===== src/rtl/button_debouncer.sv =====
// Debounces a raw push-button: synchroniser, then a four-state qualification FSM with a
// stability counter; emits a clean level plus one-cycle rise/fall strobes.
module button_debouncer #(
  parameter int SYNC_STAGES   = 2,
  parameter int STABLE_CYCLES = 16
) (
  input  logic clk,
  input  logic rst_n,
  input  logic btn_raw,
  output logic level,
  output logic rise,
  output logic fall,
  output logic busy
);

  // state     | meaning
  // IDLE_LOW  | level settled at 0
  // WAIT_HIGH | s=1 seen, counting stable high samples
  // IDLE_HIGH | level settled at 1
  // WAIT_LOW  | s=0 seen, counting stable low samples
  localparam int CNT_W = $clog2(STABLE_CYCLES + 1);
  localparam logic [CNT_W-1:0] CNT_ONE  = CNT_W'(1);
  localparam logic [CNT_W-1:0] CNT_LAST = CNT_W'(STABLE_CYCLES - 1);

  typedef enum logic [1:0] {
    IDLE_LOW  = 2'b00,
    WAIT_HIGH = 2'b01,
    IDLE_HIGH = 2'b10,
    WAIT_LOW  = 2'b11
  } state_e;

  logic [SYNC_STAGES-1:0] sync_q;
  state_e                 state_q, state_d;
  logic [CNT_W-1:0]       cnt_q, cnt_d;
  logic                   level_q, level_d;
  logic                   rise_q, rise_d;
  logic                   fall_q, fall_d;
  logic                   s;

  assign s = sync_q[SYNC_STAGES-1];

  always_ff @(posedge clk) begin
    if (!rst_n) begin
      sync_q  <= '0;
      state_q <= IDLE_LOW;
      cnt_q   <= '0;
      level_q <= 1'b0;
      rise_q  <= 1'b0;
      fall_q  <= 1'b0;
    end else begin
      sync_q  <= {sync_q[SYNC_STAGES-2:0], btn_raw};
      state_q <= state_d;
      cnt_q   <= cnt_d;
      level_q <= level_d;
      rise_q  <= rise_d;
      fall_q  <= fall_d;
    end
  end

  always_comb begin
    state_d = state_q;
    cnt_d   = cnt_q;
    case (state_q)
      IDLE_LOW: begin
        if (s) begin
          state_d = WAIT_HIGH;
          cnt_d   = CNT_ONE;
        end else begin
          cnt_d = '0;
        end
      end
      WAIT_HIGH: begin
        if (!s) begin
          state_d = IDLE_LOW;
          cnt_d   = '0;
        end else if (cnt_q == CNT_LAST) begin
          state_d = IDLE_HIGH;
          cnt_d   = '0;
        end else begin
          cnt_d = cnt_q + CNT_ONE;
        end
      end
      IDLE_HIGH: begin
        if (!s) begin
          state_d = WAIT_LOW;
          cnt_d   = CNT_ONE;
        end else begin
          cnt_d = '0;
        end
      end
      WAIT_LOW: begin
        if (s) begin
          state_d = IDLE_HIGH;
          cnt_d   = '0;
        end else if (cnt_q == CNT_LAST) begin
          state_d = IDLE_LOW;
          cnt_d   = '0;
        end else begin
          cnt_d = cnt_q + CNT_ONE;
        end
      end
      default: begin
        state_d = IDLE_LOW;
        cnt_d   = '0;
      end
    endcase
  end

  // Strobes are computed alongside the completing transition so they land with the level change
  always_comb begin
    level_d = level_q;
    rise_d  = 1'b0;
    fall_d  = 1'b0;
    busy    = (state_q == WAIT_HIGH) || (state_q == WAIT_LOW);
    case (state_q)
      IDLE_LOW:  level_d = 1'b0;
      IDLE_HIGH: level_d = 1'b1;
      WAIT_HIGH: begin
        if (s && cnt_q == CNT_LAST) begin
          level_d = 1'b1;
          rise_d  = 1'b1;
        end
      end
      WAIT_LOW: begin
        if (!s && cnt_q == CNT_LAST) begin
          level_d = 1'b0;
          fall_d  = 1'b1;
        end
      end
      default: level_d = 1'b0;
    endcase
  end

  assign level = level_q;
  assign rise  = rise_q;
  assign fall  = fall_q;

endmodule


===== config.mk =====
export PLATFORM = sky130hd
export DESIGN_NAME = button_debouncer
export DESIGN_NICKNAME = d
export VERILOG_FILES = /design/src/rtl/button_debouncer.sv
export SDC_FILE = /design/constraint.sdc
export NUM_CORES = 1
export LEC_CHECK = 0
export ABC_AREA = 1
export CORE_MARGIN = 3
export CORE_UTILIZATION = 29
export CTS_CLUSTER_SIZE = 16
export DETAILED_ROUTE_END_ITERATION = 8
export DONT_BUFFER_PORTS = 1
export HOLD_SLACK_MARGIN = 0.1
export SLEW_MARGIN = 20
export SYNTH_ARGS = -nofsm -noshare
export SYNTH_HDL_FRONTEND = slang
export SYNTH_SLANG_ARGS = --single-unit

===== constraint.sdc =====
create_clock -name clk -period 1.74 [get_ports clk]
set_input_delay 0.174 -clock clk [delete_from_list [all_inputs] [get_ports clk]]
set_output_delay 0.174 -clock clk [all_outputs]
set_load 0.03 [all_outputs]

Yosys cells after proc, flatten, opt, wreduce, memory -nomap -nowiden
Cells that the tools add are included.
Storage, ports and cells
  flip-flop bits (word level): 12
  input port bits: 3
  output and inout bits: 4
  logic and storage cells: 44
Operators by class
  $add $sub $neg: 1
  equal/unequal tests: 10
  muxes and demuxes: 18
  reduce and logical (&&, ||, !) cells: 9
Operators with widths (number)
  5-bit case mux with 4 select lines: 1
  5-bit 2-to-1 mux: 3
  2-bit 2-to-1 mux: 6
  2-bit case mux with 4 select lines: 1
  1-bit 2-to-1 mux: 6
  3-bit inequality test (second input constant): 2
  2-bit AND reduction: 3
  5-bit by 1-bit adder with 5-bit output (second input constant): 1
  5-bit by 4-bit equality test with 1-bit output (second input constant): 1
  2-bit equality test (second input constant): 2
  2-bit by 1-bit inequality test with 1-bit output (second input constant): 2
  2-bit inequality test (second input constant): 2
  1-bit case mux with 4 select lines: 1
  4-bit AND reduction: 1
  2-bit by 1-bit equality test with 1-bit output (second input constant): 1
  1-bit logical AND: 2
  2-bit zero test: 1
  1-bit zero test: 1
  1-bit logical OR: 1

Logic depth before layout (Yosys ltp)
Gate-level depths: netlist of the first run.
  depth in word-level cells: 4
  depth in mapped cells: 9
  depth with buffers taken out: 9

Worst setup path before layout of the first run
OpenSTA, ideal clock, no wires.
  path kind: reg2reg
  start point: register state_q[0]
  end point: register state_q[0]
  setup time: 66 ps
  arrival: 1287 ps
  required time: 1674 ps
  path slack: 387 ps
  cell stages (with the launch flop): 6
  path buffers: 0
  period minus slack after synthesis: 1353 ps
  path through: dfxtp_1 ha_1 or2_1 nand2_1 nand3_1 a21oi_2
On the way
  word-level cells in the longest chain between the ends: 3
  elaborated cells on any way between the ends: 10
  those cells by class: 7 x eq/ne; 1 x mux; 2 x reduce/logical
Ends and longest elaborated chain
  start: declaration: RTL line 33  | state_e state_q, state_d;
  start signal: assignment: RTL line 52  | state_q <= state_d;
  2-bit by 1-bit equality test with 1-bit output, or another cell as far along: RTL line 63  | case (state_q)
  3-bit inequality test (no source line) or 2-bit inequality test (tied branches)
  4-bit AND reduction (no source line)
Parallel ways exist; a longest one is shown, timed or not.
A chain may end at the register's enable or synchronous reset.

==> results.md, run 1 <==
* Critical Path AT at 1.41 ns
* DR iter-0 viols at 5
* Final number of hold-violating endpoints at 0
* GRT Total Usage at 0.0965
* Synth Register Bits at 12
* Vias per cell at 4.34
* Peak VDD IR at 0.000451 V
* Setup TNS at 0 ns
* CP Cell Sequence: inv_1 -> ha_1 -> or2_1 -> buf_4
* Layout cells sized above 1 at 0.133
* Yosys cell types at 18
* Register area at 240 um^2
* HPWL Detailed at 799 um
* CP endpoint kind: output pin
* Area growth from synthesis to layout at 13.6%
* Clock sinks at 12
* Worst slew margin at 0.786
* Total wire length at approximately 1.0 mm
* Worst slack, placed at 0.341 ns
* Clock latency on the worst-skew pair at ~0.26 ns
* Vias in the first global route at around 450
* Buf+Inv Stages, Crit Path at 2
* Hold Crit Class: in2reg
* H-tree Lvls at 1
* Num CTS Buffers at 3
* Layout Skew at 0.00489 ns
* Setup Crit Path Kind: reg2out
* CTS tree: done
* Yosys warns at 0
* CP startpoint kind: flip-flop
* Die H at 52.2 um
* Req. time, crit path at 1.57 ns
* DIE WIDTH at 52.2 um
* Commonest non-fill, non-tap cell in the layout: nand2_1
* MaxCap Viol Count at 0
* Final total power at 681 uW
* Nets at between 90 and 100
* Cells after Synth at just under 80
* Power Dens Cells at roughly 970 nW/um^2
* Rows at 16
* Post-Syn Area at 618 um^2
* Worst path slowest cell: dfxtp_1
* Core area at 1980 um^2
* Final-layout fill cell count at 211
* Drt pass-1 iters at 2
* Clk root buf: clkbuf_4
* IO Pins at 7
* Placed cell area at 659 um^2
* Setup violators final at 0
* Unrepaired setup endpoints after global routing: no
* First-pass GRT wire length at 1.92 mm
* Fmax at between 600 and 700 MHz
* Worst setup slack after layout at 0.151 ns
* Initial antenna violation count at 0
* Syn_nets at 86
* Largest net degree at the start of global routing at 7
* Leakage power at 0.000281 uW
* Max clock buf depth at 2
* Status: complete, no violations
* RePlAce Congestion at 0.787
* Area occupied by multi-input gates at around 330 um^2
* Port buffer count at 0
* Initial Util at 0.312
* Full die area at 2720 um^2
* Drt wl/cell at roughly 9 um
* Slew Limit Fails at 0
* Via count at 477
* CP top delay family: flip-flops
* Post-route ant nets at 0
* # DRC at 0
* Post-synthesis sequential area ratio at 0.389
* Slew of the pin with the lowest slew margin at approximately 0.32 ns
* Leading cell types in the layout, fill and taps excluded: nand2_1 (18), dfxtp_1 (12), inv_1 (11), nor2_1 (7), ha_1 (6)
* Clock Pin Slew Worst Setup and Hold Paths at 0.07 ns
* Final period utilization at 0.913
* Diodes inserted at 0
* Minimum clock period at approximately 1.6 ns
* Fin area at 702 um^2
* Fin Hold WS at 0.127 ns
* Critical path's largest stage delay at 0.37 ns
* Cts repair resizes at 0
* CP Max Fanout at 4
* Synthesized area per cell at 8.03 um^2
* Total gr overflow at 0
[routing by layer]
metal  wire length (um)  global-route usage  up-vias
met5                  0                   0        -
met4                  0              0.0383        0
met3                 58              0.0430        0
met2                459               0.151        7
met1                490               0.115      217
li1                   -                   -      253
[repair_timing]
action | in CTS | in global routing
endpoints found under the hold margin | 4 | 0
endpoints found under the setup margin | 0 | 0
buffers inserted | 0 | 0
hold buffers | 2 | 0
[power by group]
group	leakage (uW)	switching (uW)	internal, uW
registers	0.0000976	34.4	297
clock network	0.0000138	83.9	79.9
logic	0.000170	113	73.0
total	0.000281	231	450
[path summary, 6_finish.rpt]
kind	from	endpoint	slack, ns	cells after the start
worst max-delay path	flip-flop	busy	0.15	4
worst min-delay path	rst_n	state_q[0]	0.13	2
worst max register to register	state_q[0]	state_q[0]	0.30	7
worst min register to register	sync_q[0]	sync_q[1]	0.42	2
[final cells by class]
type / instances / share of cell area
Clock buffer: 3 / 0.0321
Inverter: 12 / 0.0642
Multi-Input combinational cell: 53 / 0.474
Sequential cell: 12 / 0.342
Tap cell: 27 / 0.0481
Timing Repair Buffer: 3 / 0.0392
[state kept, by name (all words and copies together), names as in the netlist, named ones only]
register,count
cnt_q,5
fall,1
level,1
rise,1
state_q,1
sync_q,2
[synthesized netlist by cell type]
cell type	count	share of area
nand2_1	18	0.11
dfxtp_1	12	0.39
inv_1	11	0.067
nor2_1	7	0.043
ha_1	6	0.12
nand3_1	5	0.040
a21oi_1	3	0.024
nand2_4	3	0.055
nor3_1	2	0.016
o21ai_1	2	0.016
a21oi_2	1	0.014
inv_2	1	0.0061
nand3_2	1	0.016
nand4_1	1	0.010
nand4_4	1	0.034
or2_1	1	0.010
xnor2_1	1	0.014
xor2_1	1	0.014
[metrics by stage]
stage | utilization | std cells
floorplan | - | 77
global placement | 0.333 | 105
detailed placement | 0.333 | 105
CTS | 0.354 | 110
global route | 0.354 | 110
finish | 0.354 | 110
[logic make-up after synthesis]
| logic type | count (synthesis) | share of synthesized area |
|---|---|---|
| flops | 12 | 0.389 |
| simple gates | 39 | 0.334 |
| compound gates | 6 | 0.0547 |
| xor+xnor | 2 | 0.0283 |
| buf+inv | 12 | 0.0729 |
| fa+ha+maj | 6 | 0.121 |
Power figures use the tool's default switching activity.
==> inputs of run 2 (changes only) <==
==> constraint.sdc (replaced) <==
create_clock -name clk -period 1.71 [get_ports clk]
set_input_delay 0.171 -clock clk [delete_from_list [all_inputs] [get_ports clk]]
set_output_delay 0.171 -clock clk [all_outputs]
set_load 0.03 [all_outputs]
==> results.md, run 2 (synthesis results as in run 1) <==
* Status: complete, no violations
* Via count at 479 (+0.42%)
* Critical Path AT at 1.39 ns (-0.02 ns)
* Leading cell types in the layout, fill and taps excluded: nand2_1 (18), dfxtp_1 (12), inv_1 (11), nor2_1 (7), ha_1 (6)
* Largest Register: cnt_q
* Worst setup slack after layout at 0.149 ns (-0.00253 ns)
* MaxCap Viol Count at 0 (unchanged)
* Clock Pin Slew Worst Setup and Hold Paths at 0.07 ns (about the same)
* Core area at 1980 um^2 (unchanged)
* Post-route ant nets at 0 (unchanged)
* Die H at 52.2 um (unchanged)
* Initial antenna violation count at 0 (unchanged)
* Unrepaired setup endpoints after global routing: no
* Diodes inserted at 0 (unchanged)
* Worst slack, placed at 0.285 ns (-0.0557 ns)
* Setup slack, reg-to-reg at 0.26 ns (-0.04 ns)
* Vias per cell at 4.35 (+0.42%)
* CTS tree: done
* Setup violators final at 0 (unchanged)
* DR iter-0 viols at 8 (+3)
* Area growth from synthesis to layout at 13.6% (unchanged)
* Fmax at approximately 640 MHz
* Slew of the pin with the lowest slew margin at 0.322 ns (+0.00141 ns)
* CP startpoint kind: flip-flop
* Power Dens Cells at 984 nW/um^2 (+1.4%)
* Slew Limit Fails at 0 (unchanged)
* Setup Crit Path Kind: reg2out
* Port buffer count at 0 (unchanged)
* Placed cell area at 659 um^2 (unchanged)
* Layout cells sized above 1 at 0.133 (unchanged)
* Clk root buf: clkbuf_4
* Req. time, crit path at 1.54 ns (-0.03 ns)
* IO Pins at 7 (unchanged)
* Rows at 16 (unchanged)
* Leakage power at 0.000281 uW (unchanged)
* DIE WIDTH at 52.2 um (unchanged)
* Final number of hold-violating endpoints at 0 (unchanged)
* H-tree Lvls at 1 (unchanged)
* Fin area at 702 um^2 (unchanged)
* # DRC at 0 (unchanged)
* RePlAce Congestion at 0.736 (-6.5%)
* Largest net degree at the start of global routing at 7 (unchanged)
* GRT Total Usage at 0.0993 (+0.00274)
* Worst slew margin at 0.785 (-0.000943)
* Peak VDD IR at 0.000547 V (+21%)
* R2R depth at 8 (+1)
* Register area at 240 um^2 (unchanged)
* CP Max Fanout at 4 (unchanged)
* Total wire length at 1.03 mm (+1.9%)
* First-pass GRT wire length at 1.94 mm (+1.0%)
* Final core occ at 0.354 (unchanged)
* Layout Skew at 0.000415 ns (-0.00447 ns)
* Num CTS Buffers at 3 (unchanged)
* Cts repair resizes at 0 (unchanged)
* Setup TNS at 0 ns (unchanged)
* Final-layout fill cell count at 214 (+1.4%)
* Drt pass-1 iters at 2 (unchanged)
* Hold Crit Class: in2reg
* Commonest non-fill, non-tap cell in the layout: nand2_1
* CP endpoint kind: output pin
* Drt wl/cell at 9.35 um (+1.9%)
* Biggest regs: cnt_q: 5 flops, sync_q: 2 flops
* Clock sinks at 12 (unchanged)
* Minimum clock period at 1.56 ns
* Max reg flops at 5 (unchanged)
* Final period utilization at 0.913
* HPWL Detailed at 799 um (about the same)
* Nets at 94 (unchanged)
* Max clock buf depth at 2 (unchanged)
* Initial Util at 0.312 (unchanged)
* Worst reg2reg startpoint: state_q[0]
* Full die area at 2720 um^2 (unchanged)
* Clock latency on the worst-skew pair at 0.27 ns (about the same)
* Area occupied by multi-input gates at 333 um^2 (unchanged)
* Worst Setup EP: busy
* Total gr overflow at 0 (unchanged)
* Vias in the first global route at 471 (+5.6%)
-- run 2: final cells by class --
type | instances | area share
clock buffer | 3 | 0.0321
inverter | 12 | 0.0642
tap | 27 | 0.0481
sequential | 12 | 0.342
multi-input combinational | 53 | 0.474
timing repair buffer | 3 | 0.0392
-- run 2: worst min-delay path by stage --
stage,from,endpoint,cells past startpoint
6_report,rst_n,state_q[0],2
5_1_grt,rst_n,state_q[0],2
4_1_cts,rst_n,state_q[0],2
3_5_place_dp,rst_n,sync_q[0],2
3_3_place_gp,rst_n,sync_q[1],2
2_1_floorplan,rst_n,sync_q[0],2
-- run 2: where the power goes --
part	internal [uW]	switching, uW	leakage, uW	total (uW)
Clock	81.4	85.6	0.0000138	167
Combinational	74.1	112	0.000170	186
Sequential	303	35.0	0.0000976	338
-- run 2: repair_timing --
action                    in CTS  in global routing
hold buffers                   2                  0
buffers inserted               0                  0
hold endpoints to repair       4                  0
-- run 2: critical path, stage by stage (launching register included) --
cell	delay, ns
dfxtp_1	0.37
inv_1	0.10
ha_1	0.21
or2_1	0.26
buf_4	0.18
-- run 2: per-stage QoR --
stage                     total power [uW]  cells  hold WS (ns)
after floorplan                        485     77         0.264
after global placement                 522    105         0.267
after detailed placement               527    105         0.273
after CTS                              706    110         0.127
after global routing                   750    110         0.122
final                                  691    110         0.119
-- run 2: routing by layer --
layer  wire length, um  GRT usage  vias up  share of wire
met2               472      0.149       11           0.46
met5                 0          0        -              0
li1                  -          -      256              -
met1               470      0.111      210           0.46
met3                73     0.0659        2          0.071
met4                12     0.0383        0          0.012
==> inputs of run 3 (changes only) <==
--- a/config.mk
+++ b/config.mk
@@ -6,7 +6,7 @@
 export NUM_CORES = 1
 export LEC_CHECK = 0
 export ABC_AREA = 1
-export CORE_MARGIN = 3
+export CORE_MARGIN = 4
 export CORE_UTILIZATION = 29
 export CTS_CLUSTER_SIZE = 16
 export DETAILED_ROUTE_END_ITERATION = 8
==> constraint.sdc (replaced) <==
create_clock -name clk -period 2 [get_ports clk]
set_input_delay 0.2 -clock clk [delete_from_list [all_inputs] [get_ports clk]]
set_output_delay 0.2 -clock clk [all_outputs]
set_load 0.03 [all_outputs]
==> results.md, run 3 (synthesis results as in run 1) <==
* Status: complete, no violations
* Comb power frac at 0.256 (-0.014)
* Unrepaired setup endpoints after global routing: no
* DIE WIDTH at 54.2 um (+3.8%)
* Num CTS Buffers at 3 (unchanged)
* Minimum clock period at 1.57 ns
* Final core occ at 0.347 (-0.00729)
* Placed cell area at 652 um^2 (-1.1%)
* Commonest non-fill, non-tap cell in the layout: nand2_1
* Clock Pin Slew Worst Setup and Hold Paths at 0.07 ns (about the same)
* Full die area at 2930 um^2 (+7.8%)
* Hold Crit Class: in2reg
* # DRC at 0 (unchanged)
* Worst slew margin at 0.745 (-0.0398)
* Sw Ratio at 0.337 (about the same)
* Final total power at 579 uW (-16%)
* Leading cell types in the layout, fill and taps excluded: nand2_1 (18), dfxtp_1 (12), inv_1 (11), nor2_1 (7), ha_1 (6)
* Nets at 93 (-1.1%)
* Slew Limit Fails at 0 (unchanged)
* Via count at 470 (-1.9%)
* Setup Crit Path Kind: reg2out
* Slew of the pin with the lowest slew margin at 0.382 ns (+0.0601 ns)
* CP Max Fanout at 6 (+2)
* Max reg flops at 5 (unchanged)
* IO Pins at 7 (unchanged)
* Sequential power share at 0.499 (+0.010)
* Drt pass-1 iters at 3 (+1)
* Power Dens Cells at 834 nW/um^2 (-15%)
* Fmax at 638 MHz
* RePlAce Congestion at 0.887 (+21%)
* Total gr overflow at 0 (unchanged)
* Post-route ant nets at 0 (unchanged)
* Final number of hold-violating endpoints at 0 (unchanged)
* Largest Register: cnt_q
* Setup TNS at 0 ns (unchanged)
* Worst slack, placed at 0.545 ns (+0.260 ns)
* Layout cells sized above 1 at 0.122 (-0.0106)
* DR iter-0 viols at 8 (unchanged)
* Vias per cell at 4.31 (-0.98%)
* Core area at 2000 um^2 (+1.0%)
* Critical Path AT at 1.37 ns (-0.02 ns)
* Worst setup slack after layout at 0.433 ns (+0.284 ns)
* Initial Util at 0.309 (-0.00312)
* Post-CTS Setup Bufs at 0 (unchanged)
* Peak VDD IR at 0.000453 V (-17%)
* Initial antenna violation count at 0 (unchanged)
* Switch Pwr at 195 uW (-16%)
* Rows at 16 (unchanged)
* GRT Total Usage at 0.0924 (-0.00694)
* Hold_buf cts at 2 (unchanged)
* CTS tree: done
* Largest net degree at the start of global routing at 7 (unchanged)
* MaxCap Viol Count at 0 (unchanged)
* H-tree Lvls at 1 (unchanged)
* Req. time, crit path at 1.80 ns (+0.26 ns)
* HPWL Detailed at 798 um (-0.15%)
* Cts repair resizes at 0 (unchanged)
* Max clock buf depth at 2 (unchanged)
* First-pass GRT wire length at 1.88 mm (-2.8%)
* Drt wl/cell at 9.10 um (-2.6%)
* Vias in the first global route at 444 (-5.7%)
* Setup violators final at 0 (unchanged)
* Fin area at 694 um^2 (-1.1%)
* Area growth from synthesis to layout at 12.3%
* Diodes inserted at 0 (unchanged)
* CP endpoint kind: output pin
* CP startpoint kind: flip-flop
* Clk root buf: clkbuf_4
* P_int at 384 uW (-16%)
* Final period utilization at 0.784
* Clock sinks at 12 (unchanged)
* Die H at 54.2 um (+3.8%)
* Clock latency on the worst-skew pair at 0.27 ns (about the same)
* Biggest regs: cnt_q: 5 flops, sync_q: 2 flops
* Total wire length at 992 um (-3.5%)
* Clock power share at 0.244 (+0.002)
* Layout Skew at 0.000969 ns (+0.000554 ns)
* Port buffer count at 0 (unchanged)
* Leakage power at 0.000277 uW (-1.4%)
-- run 3: worst paths after layout --
path | from | end | slack [ns] | depth (start not counted)
worst min-delay path | rst_n | state_q[0] | 0.15 | 2
worst max-delay path | state_q[0] | busy | 0.43 | 2
worst max register to register | state_q[0] | state_q[0] | 0.53 | 5
worst min register to register | sync_q[0] | sync_q[1] | 0.41 | 2
-- run 3: area by class of cell --
| cell class | count | area, um^2 |
|---|---|---|
| timing repair buffer | 2 | 20.0 |
| clock buffer | 3 | 22.5 |
| sequential | 12 | 240 |
| inverter | 12 | 45.0 |
| tap | 27 | 33.8 |
| fill | 214 | 1310 |
| multi-input combinational | 53 | 333 |
-- run 3: per-stage QoR --
stage	std cells	hold WS, ns
6_report	109	0.147
4_1_cts	109	0.145
3_5_place_dp	104	0.300
5_1_grt	109	0.160
3_3_place_gp	104	0.294
2_1_floorplan	77	0.293
-- run 3: critical path, stage by stage, from the launching register on --
cell,delay (ns)
dfxtp_1,0.45
ha_1,0.28
or2_1,0.37
-- run 3: metal layers --
| layer | GRT usage | vias to the layer above | part of all wire |
|---|---|---|---|
| met5 | 0 | - | 0 |
| met4 | 0.0498 | 0 | 0.023 |
| met3 | 0.0443 | 2 | 0.070 |
| met2 | 0.139 | 12 | 0.44 |
| met1 | 0.106 | 204 | 0.47 |
| li1 | - | 252 | - |
-- run 3: power by group through the flow --
stage | combinational [uW] | sequential [uW] | clock [uW]
after floorplan | 125 | 289 | 0
after global placement | 142 | 293 | 0
after detailed placement | 146 | 295 | 0
after CTS | 151 | 289 | 152
after global routing | 173 | 292 | 166
final | 148 | 289 | 142
